$ cat config.mk
export PLATFORM = sky130hd
export DESIGN_NAME = kogge_stone_adder
export DESIGN_NICKNAME = d
export VERILOG_FILES = /design/src/rtl/kogge_stone_adder.sv
export SDC_FILE = /design/constraint.sdc
export NUM_CORES = 1
export LEC_CHECK = 0
export ABC_AREA = 1
export CAP_MARGIN = 20
export CORE_MARGIN = 5
export CORE_UTILIZATION = 46
export CTS_BUF_LIST = sky130_fd_sc_hd__clkbuf_8
export CTS_CLUSTER_SIZE = 14
export DETAILED_ROUTE_END_ITERATION = 16
export GPL_ROUTABILITY_DRIVEN = 0
export GPL_TIMING_DRIVEN = 1
export PLACE_DENSITY_LB_ADDON = 0.3
export SLEW_MARGIN = 20
export SYNTH_ARGS = -nofsm -noshare
export SYNTH_HDL_FRONTEND = slang
export SYNTH_SLANG_ARGS = --single-unit
$ cat constraint.sdc
create_clock -name clk -period 1.5 [get_ports clk]
set_input_delay 0.45 -clock clk [delete_from_list [all_inputs] [get_ports clk]]
set_output_delay 0.45 -clock clk [all_outputs]
set_load 0.02 [all_outputs]
$ cat src/rtl/kogge_stone_adder.sv
// rtl/kogge_stone_adder.sv - registered WIDTH-bit Kogge-Stone prefix adder
// Carry-in is folded into the bit-0 generate so the tree needs no extra level.
module kogge_stone_adder #(
    parameter int WIDTH = 8
) (
    input  logic             clk,
    input  logic             rst_n,
    input  logic [WIDTH-1:0] A,
    input  logic [WIDTH-1:0] B,
    input  logic             Cin,
    input  logic             in_valid,
    output logic [WIDTH-1:0] Sum,
    output logic             Cout,
    output logic             out_valid
);
    localparam int LEVELS = $clog2(WIDTH);

    logic [WIDTH-1:0] w_p0;
    logic [WIDTH-1:0] w_g_final;
    logic [WIDTH-1:0] w_carry;
    logic [WIDTH-1:0] w_sum;
    logic             w_cout;

    logic [WIDTH-1:0] r_sum;
    logic             r_cout;
    logic             r_valid;

    assign w_p0 = A ^ B;

    genvar k;
    generate
        for (k = 0; k <= LEVELS; k++) begin : g_lvl
            logic [WIDTH-1:0] w_g;
            logic [WIDTH-1:0] w_p;
            if (k == 0) begin : g_init
                assign w_g = (A & B) | {{(WIDTH-1){1'b0}}, w_p0[0] & Cin};
                assign w_p = w_p0;
            end else begin : g_tree
                localparam int D = 1 << (k - 1);
                // Bits below the span pass through; the rest are black cells.
                assign w_g[D-1:0] = g_lvl[k-1].w_g[D-1:0];
                assign w_p[D-1:0] = g_lvl[k-1].w_p[D-1:0];
                assign w_g[WIDTH-1:D] = g_lvl[k-1].w_g[WIDTH-1:D]
                                      | (g_lvl[k-1].w_p[WIDTH-1:D] & g_lvl[k-1].w_g[WIDTH-1-D:0]);
                assign w_p[WIDTH-1:D] = g_lvl[k-1].w_p[WIDTH-1:D] & g_lvl[k-1].w_p[WIDTH-1-D:0];
            end
        end
    endgenerate

    assign w_g_final = g_lvl[LEVELS].w_g;
    assign w_carry   = {w_g_final[WIDTH-2:0], Cin};
    assign w_sum     = w_p0 ^ w_carry;
    assign w_cout    = w_g_final[WIDTH-1];

    always_ff @(posedge clk or negedge rst_n) begin
        if (!rst_n) begin
            r_sum   <= '0;
            r_cout  <= 1'b0;
            r_valid <= 1'b0;
        end else begin
            r_valid <= in_valid;
            if (in_valid) begin
                r_sum  <= w_sum;
                r_cout <= w_cout;
            end
        end
    end

    assign Sum       = r_sum;
    assign Cout      = r_cout;
    assign out_valid = r_valid;
endmodule

-- After elaboration in Yosys (flattened, before gate mapping)
Index checks and enable logic that the tools add are counted.
- output and inout bits: 10
- logic and storage cells: 16
- input port bits: 20
- bits in registers: 10
- bitwise operators: 13
- operator list (cell ; number):
    8-bit bitwise XOR ; 2
    7-bit bitwise AND ; 2
    6-bit bitwise AND ; 2
    8-bit bitwise AND ; 1
    8-bit by 1-bit OR with 8-bit output ; 1
    7-bit OR ; 1
    6-bit OR ; 1
    4-bit bitwise AND ; 1
    4-bit OR ; 1
    1-bit bitwise AND ; 1

-- Logic depth before layout (Yosys ltp)
Gate-level depths: netlist of run 1.
- word-level depth: 10
- gate-level depth with buffers: 9

-- Worst setup path before layout of run 1
OpenSTA, ideal clock, no wires.
- path type: input to register
- from: input port A[0]
- to: register r_sum[6], in the netlist Sum[6]
- data required time: 1383 ps
- path buffers: 0
- path slack: -316 ps
- data arrival time: 1698 ps
- stages on the path: 8
- cell sequence: fa_1 > fa_1 > nand2_1 > nand2_1 > nand3b_1 > nand3b_1 > nand3_1 > nand2_1
- cells in the longest elaborated chain, start to end: 8
- elaborated cells between the ends (all ways): 9
- classes of those cells: 9 x bitwise
- ends and longest elaborated chain (element ; RTL line ; RTL):
    start, declared ; 8 ; input logic [WIDTH-1:0] A,
    8-bit bitwise XOR ; 28 ; assign w_p0 = A ^ B;
    1-bit bitwise AND ; 36 ; assign w_g = (A & B) | {{(WIDTH-1){1'b0}}, w_p0[0] & Cin};
    8-bit by 1-bit OR with 8-bit output (*) ; 36 ;
    7-bit bitwise AND (*) ; 44 ; | (g_lvl[k-1].w_p[WIDTH-1:D] & g_lvl[k-1].w_g[WIDTH-1-D:0]);
    7-bit OR (*) ; 44 ;
    4-bit bitwise AND (*) ; 44 ;
    4-bit OR (*) ; 44 ;
    8-bit bitwise XOR (*) ; 52 ; assign w_sum = w_p0 ^ w_carry;
    end signal, assigned ; 63 ; r_sum <= w_sum;
    end, declared ; 24 ; logic [WIDTH-1:0] r_sum;
Every way passes the cells marked *; elsewhere a longest branch is shown, timed or not.
A chain may end at the register's enable or synchronous reset.

-- Worst setup path after layout of run 1
- from: input port Cin
- to: register r_cout, in the netlist Cout
- cells in the longest elaborated chain, start to end: 8
- ends and longest elaborated chain (element ; RTL line ; RTL):
    start, declared ; 10 ; input logic Cin,
    1-bit bitwise AND ; 36 ;
    8-bit by 1-bit OR with 8-bit output ; 36 ;
    7-bit bitwise AND ; 44 ;
    7-bit OR ; 44 ;
    6-bit bitwise AND ; 44 ;
    6-bit OR ; 44 ;
    4-bit bitwise AND ; 44 ;
    4-bit OR ; 44 ;
    end signal, assigned ; 64 ; r_cout <= w_cout;
    end, declared ; 25 ; logic r_cout;
Every way passes these cells.

==> results of run 1 <==
==> layout by cell type, fill, tap and decap left out, drive strengths merged <==
cell / n
inv: 9
ha: 7
o21ai: 3
nor2: 5
a21oi: 4
nand3: 6
dlygate4sd2: 15
fa: 2
clkbuf: 3
nand2: 38
clkdlybuf4s50: 7
or2: 1
a211oi: 1
nand3b: 2
and2: 1
dfrtp: 10
dlymetal6s2s: 4
xnor2: 1
buf: 10
==> registers in the layout, indices dropped and copies added, names as in the netlist <==
signal	count
Cout	1
Sum	8
out_valid	1
==> power by group through the flow <==
stage / clock network, uW / registers, uW / logic [uW]
3_3_place_gp: 0 / 335 / 374
5_1_grt: 284 / 340 / 450
6_report: 271 / 334 / 410
2_1_floorplan: 0 / 387 / 144
3_5_place_dp: 0 / 338 / 385
4_1_cts: 272 / 333 / 391
==> metal layers <==
metal	vias up	track usage	routed length (um)
li1	367	-	-
met1	358	0.216	777
met2	39	0.302	1070
met3	6	0.0459	163
met4	0	0.0987	53
met5	-	0	0
==> timing repair <==
action                                  CTS  global route
setup buffers                             1             1
endpoints found under the setup margin   18             7
gates resized for setup                  39            10
pin swaps                                14             5
==> stage by stage <==
stage                     setup WS [ps]  utilization  cells
after floorplan                    -207            -     91
after global placement             -715        0.707    140
after detailed placement           -817        0.707    140
after CTS                          -220        0.772    144
after global routing               -302        0.795    145
final                              -241        0.795    145
==> worst max-delay path, cell delays in order <==
cell and delay, ps:
buf_6 100, fa_2 390, fa_2 360, nand2_2 100, nand2_2 60, nand3b_1 140, nand2_2 90, nand2_1 90
a21oi_1 70
==> cell type report <==
| type | count | area [um2] |
|---|---|---|
| clock buffer | 3 | 41.3 |
| fill | 115 | 302 |
| inverter | 9 | 33.8 |
| multi-input combinational | 71 | 495 |
| sequential | 10 | 250 |
| tap | 16 | 20.0 |
| timing repair buffer | 36 | 329 |
==> kinds of logic after synthesis <==
logic type               count (synthesis)
XOR/XNOR                                 1
adder cells (fa/ha/maj)                  9
buffers and inverters                   10
flip-flops                              10
AND/OR/NAND/NOR                         53
AO/OA/AOI/OAI                            8
==> worst max-delay path by stage <==
| stage | endpoint | slack (ps) | cells after the start |
|---|---|---|---|
| 2_1_floorplan | Sum[6]$_DFFE_PN0P_ | -210 | 8 |
| 3_3_place_gp | Sum[6]$_DFFE_PN0P_ | -720 | 9 |
| 3_5_place_dp | Cout$_DFFE_PN0P_ | -820 | 9 |
| 4_1_cts | Cout$_DFFE_PN0P_ | -220 | 9 |
| 5_1_grt | Cout$_DFFE_PN0P_ | -300 | 9 |
| 6_report | Cout$_DFFE_PN0P_ | -240 | 9 |
==> flow_summary_export.csv, run 1 <==
group,metric,value,unit
timing,setup_viol,6,
detailed_routing,vias,770,
floorplan,row_count,14,
detailed_routing,ant_nets,0,
pwr,switching_power,337,uW
synthesis,synth_adder_area_share,0.182,
timing,slew_headroom,0.705,
cts,cts_hold_buf,0,
detailed_routing,vias_per_cell,5.31,
synthesis,syn-num-nets,120,
synthesis,ys_warn_count,0,
synthesis,synth_compound_gate_area_share,0.0607,
timing,fmax,574,MHz
pwr,pwr-share-comb,0.404,
cts,tritoncts,"built",
pwr,p_leak,0.000625,uW
synthesis,synth_common_cells,"37 x nand2_1, 10 x dfrtp_1, 8 x inv_1",
detailed_routing,drc,0,
global_route,grt_pass1_vias,771,
timing,setup_ws,-241,ps
setup_path,critical_path_required,1610,ps
final_layout,drive_gt1_frac,0.248,
pwr,switching_share,0.332,
synthesis,synthSimpleGateAreaFrac,0.320,
synthesis,synth_cells,91,
hold_path,worstHoldStart,"Sum[1]$_DFFE_PN0P_",
pwr,seq_power_share,0.329,
timing,report.final.slew_viol_count,0,
setup_path,r2r-start,"Cout$_DFFE_PN0P_",
global_route,grt_max_degree,11,
place,dpl_cell_area,1040,um2
setup_path,rr_worst_depth,2,
floorplan,initial_core_util,0.476,
cts,clk_latency,230,ps
timing,fin_crit_sh,1.16,
floorplan,dieArea,2400,um2
cts,cts_buffer_depth,2,
synthesis,synthTopCellsByArea,"dfrtp_1 36%, nand2_1 20%, ha_1 13%, fa_1 5.7%, nand3_1 4.3%",
pwr,p_int,678,uW
setup_path,cp.arrival,1850,ps
timing,worst_pin_slew,441,ps
setup_path,cp-end-kind,"flop",
synthesis,synth.distinct_cells,18,
synthesis,yosys.area.top_type,"dfrtp_1",
cts,root_buffer,"clkbuf_8",
global_route,antenna_found_initial,0,
synthesis,synthFlopType,"dfrtp_1",
detailed_routing,avgRoutedWirePerCell,14.3,um
timing,fin_skew,0,ps
detailed_routing,drt-total-wl,2070,um
floorplan,io_pins,30,
final_layout,areaGrowthSynthToFinish,67.0,%
outcome,status,"complete, but fails checks",
timing,hold_viol,0,
setup_path,crit_type,"in -> reg",
floorplan,die_w,49.0,um
floorplan,die_y,49.0,um
place,dp_hpwl,1450,um
timing,fin_setup_tns,-756,ps
cts,clk_pin_slew,50,ps
synthesis,yosysTopAreaCellShare,0.357,
cts,cts.sinks,10,
setup_path,crit-reg2reg-capture,"Cout$_DFFE_PN0P_",
hold_path,hold_path_depth,2,
setup_path,r2r_setup_slack,860,ps
global_route,grt_pass1_wl,3480,um
synthesis,ys_ff_latch,10,
synthesis,synth_edf_count,0,
global_route,grt.total_usage,0.183,
floorplan,coreArea,1470,um2
timing,rsz0062_at_grt,"true",
timing,finalHoldWorstSlack,475,ps
setup_path,critical_path.max_fanout,2,
pwr,power-per-cell-area,868,nW/um2
setup_path,cp-startpoint,"Cin",
synthesis,syn_area,701,um2
job,timing.max_cap.violations,0,
synthesis,synth_top_family_by_area,"simple AND/OR/NAND/NOR gates",
synthesis,synth.yosys.seq_area_share,0.357,
synthesis,synthArstFlopShare,1.00,
outcome,failed_checks,"negative setup slack",
timing,min_period,1740,ps
setup_path,cp-start-kind,"input pin",
final_layout,antenna_cells,0,
detailed_routing,drt_iter0_drc,13,
cts,h-tree-depth,1,
final_layout,final_nets,160,
detailed_routing,drt_pre_antenna_iters,4,
pwr,power,1020,uW
cts,numCtsBuffers,3,
synthesis,synthMuxAreaShare,0,
place,portBuffers,29,
hold_path,min_to,"Sum[1]$_DFFE_PN0P_",
pwr,ir_drop,0.412,mV
synthesis,synthXorXnorAreaFrac,0.0125,
final_layout,fin_area,1170,um2
hold_path,hp-class,"reg -> reg",
global_route,grt_overflow,0,
synthesis,avgSynthCellArea,7.70,um2
synthesis,synth.most_common_cell,"nand2_1",
pwr,power_frac_clock,0.267,
Note: power is estimated with default switching activity, not from simulation.
==> inputs of run 2 (changes only) <==
- CAP_MARGIN: 20 -> not set
==> results of run 2 <==
Same layout as run 1: the final DEF is identical, and so are final timing and power.
==> inputs of run 3 (changes only) <==
- PLACE_DENSITY: not set -> 0.84
- PLACE_DENSITY_LB_ADDON: 0.3 -> not set
==> run 3 against run 2 <==
Net effect:
- the flow still finishes with violations (negative setup slack)
- critical path depth unchanged
- hold slack got worse by 7.8 ps
- sequential share of layout area decreased by 0.54 points
- core utilization increased by 2.0 points
- clock skew unchanged
- critical endpoint is now Sum[6]$_DFFE_PN0P_
- largest power group unchanged
- clock-buffer cell count increased by 1
- via count decreased by 0.26%
- total power increased by 8.3%
==> flow_summary_export.csv, run 3 (synthesis results as in run 1) <==
group,metric,value,unit
timing,fin_skew,0,ps
setup_path,cp.arrival,1890,ps
timing,fmax,569,MHz
cts,clk_pin_slew,50,ps
timing,rsz0062_at_grt,"true",
detailed_routing,vias_per_cell,5.09,
pwr,power-per-cell-area,916,nW/um2
timing,slew_headroom,0.700,
final_layout,antenna_cells,0,
setup_path,r2r-start,"Cout$_DFFE_PN0P_",
pwr,ir_drop,0.523,mV
setup_path,cp-end-kind,"flop",
final_layout,fin_cells,151,
setup_path,cp-startpoint,"Cin",
detailed_routing,drt-total-wl,2270,um
detailed_routing,drt_pre_antenna_iters,4,
hold_path,hp-class,"reg -> reg",
detailed_routing,vias,768,
timing,report.final.slew_viol_count,0,
global_route,antenna_found_initial,0,
timing,setup_viol,6,
floorplan,coreArea,1470,um2
job,timing.max_cap.violations,0,
final_layout,largest_reg_flops,8,
detailed_routing,ant_nets,0,
cts,cts_buffer_depth,2,
floorplan,row_count,14,
pwr,p_leak,0.000624,uW
cts,numCtsBuffers,3,
final_layout,areaGrowthSynthToFinish,71.2,%
timing,setup_ws,-258,ps
place,dp.cells,141,
floorplan,die_w,49.0,um
outcome,status,"complete, but fails checks",
timing,min_period,1760,ps
setup_path,critical_path_required,1630,ps
final_layout,layout_common_cells,"31 x nand2_1, 21 x dlygate4sd2_1, 12 x buf_4",
detailed_routing,drc,0,
floorplan,dieArea,2400,um2
cts,cts_hold_buf,0,
cts,h-tree-depth,1,
global_route,grt_overflow,0,
setup_path,cp-start-kind,"input pin",
setup_path,crit-reg2reg-capture,"Cout$_DFFE_PN0P_",
floorplan,die_y,49.0,um
place,portBuffers,29,
timing,fin_crit_sh,1.17,
final_layout,drive_gt1_frac,0.296,
timing,worst_pin_slew,449,ps
place,dp_hpwl,1400,um
setup_path,r2r_setup_slack,880,ps
global_route,grt_max_degree,11,
setup_path,rr_worst_depth,2,
outcome,failed_checks,"negative setup slack",
setup_path,critical_path.max_fanout,2,
final_layout,final_nets,165,
cts,tritoncts,"built",
final_layout,fin_area,1200,um2
cts,cts.sinks,10,
floorplan,io_pins,30,
final_layout,final_common_cell,"nand2_1",
detailed_routing,avgRoutedWirePerCell,15.0,um
place,dpl_cell_area,1050,um2
setup_path,crit_type,"in -> reg",
floorplan,initial_core_util,0.476,
pwr,power,1100,uW
setup_path,cp-endpoint,"Sum[6]$_DFFE_PN0P_",
timing,hold_viol,0,
global_route,grt_pass1_wl,3730,um
cts,clk_latency,240,ps
cts,root_buffer,"clkbuf_8",
global_route,grt_pass1_vias,805,
detailed_routing,drt_iter0_drc,16,
global_route,grt.total_usage,0.199,
## run 3: metrics by stage
| stage | setup slack, ps | hold slack, ps | setup TNS [ps] | utilization |
|---|---|---|---|---|
| 6_report | -258 | 467 | -933 | 0.815 |
| 3_5_place_dp | -781 | 466 | -4830 | 0.712 |
| 3_3_place_gp | -708 | 455 | -4420 | 0.712 |
| 5_1_grt | -308 | 496 | -1330 | 0.815 |
| 4_1_cts | -208 | 473 | -615 | 0.798 |
| 2_1_floorplan | -207 | 154 | -605 | - |
## run 3: critical path, stage by stage
cell,delay (ps)
buf_6,100
fa_2,400
fa_2,360
nand2_2,100
nand2_2,50
nand3b_1,140
nand3b_1,130
nand3_1,100
nand2_1,60
## run 3: metal layers
metal  GRT usage  share of wire  vias to the layer above
li1            -              -                      375
met1       0.229           0.37                      345
met2       0.352           0.51                       34
met3      0.0336          0.059                       14
met4      0.0897          0.058                        0
met5           0              0                        -
## run 3: worst min-delay path by stage
stage / startpoint / endpoint / slack [ps] / cells after the start
finish: Sum[0]$_DFFE_PN0P_ / Sum[0]$_DFFE_PN0P_ / 470 / 2
global route: Sum[7]$_DFFE_PN0P_ / Sum[7]$_DFFE_PN0P_ / 500 / 2
CTS: Sum[1]$_DFFE_PN0P_ / Sum[1]$_DFFE_PN0P_ / 470 / 2
detailed placement: Sum[5]$_DFFE_PN0P_ / Sum[5]$_DFFE_PN0P_ / 470 / 2
global placement: Sum[0]$_DFFE_PN0P_ / Sum[0]$_DFFE_PN0P_ / 450 / 2
floorplan: rst_n / Cout$_DFFE_PN0P_ / 150 / 0
## run 3: final cells by class
type                    instances  area [um2]
multi-input cells              71         495
repair buffers                 41         345
fillers                        94         272
flip-flops and latches         10         250
clock buffers                   4        55.1
inverters                       9        33.8
well taps                      16        20.0
## run 3: report_power, final
part | switching, uW | internal [uW]
clock | 111 | 231
combinational | 226 | 201
sequential | 19.3 | 311
## run 3: timing repair
action | 4_1_cts | 5_1_grt
pin swaps | 25 | 5
resized for setup | 47 | 4
setup endpoints to repair | 18 | 7
buffers inserted | 4 | 2
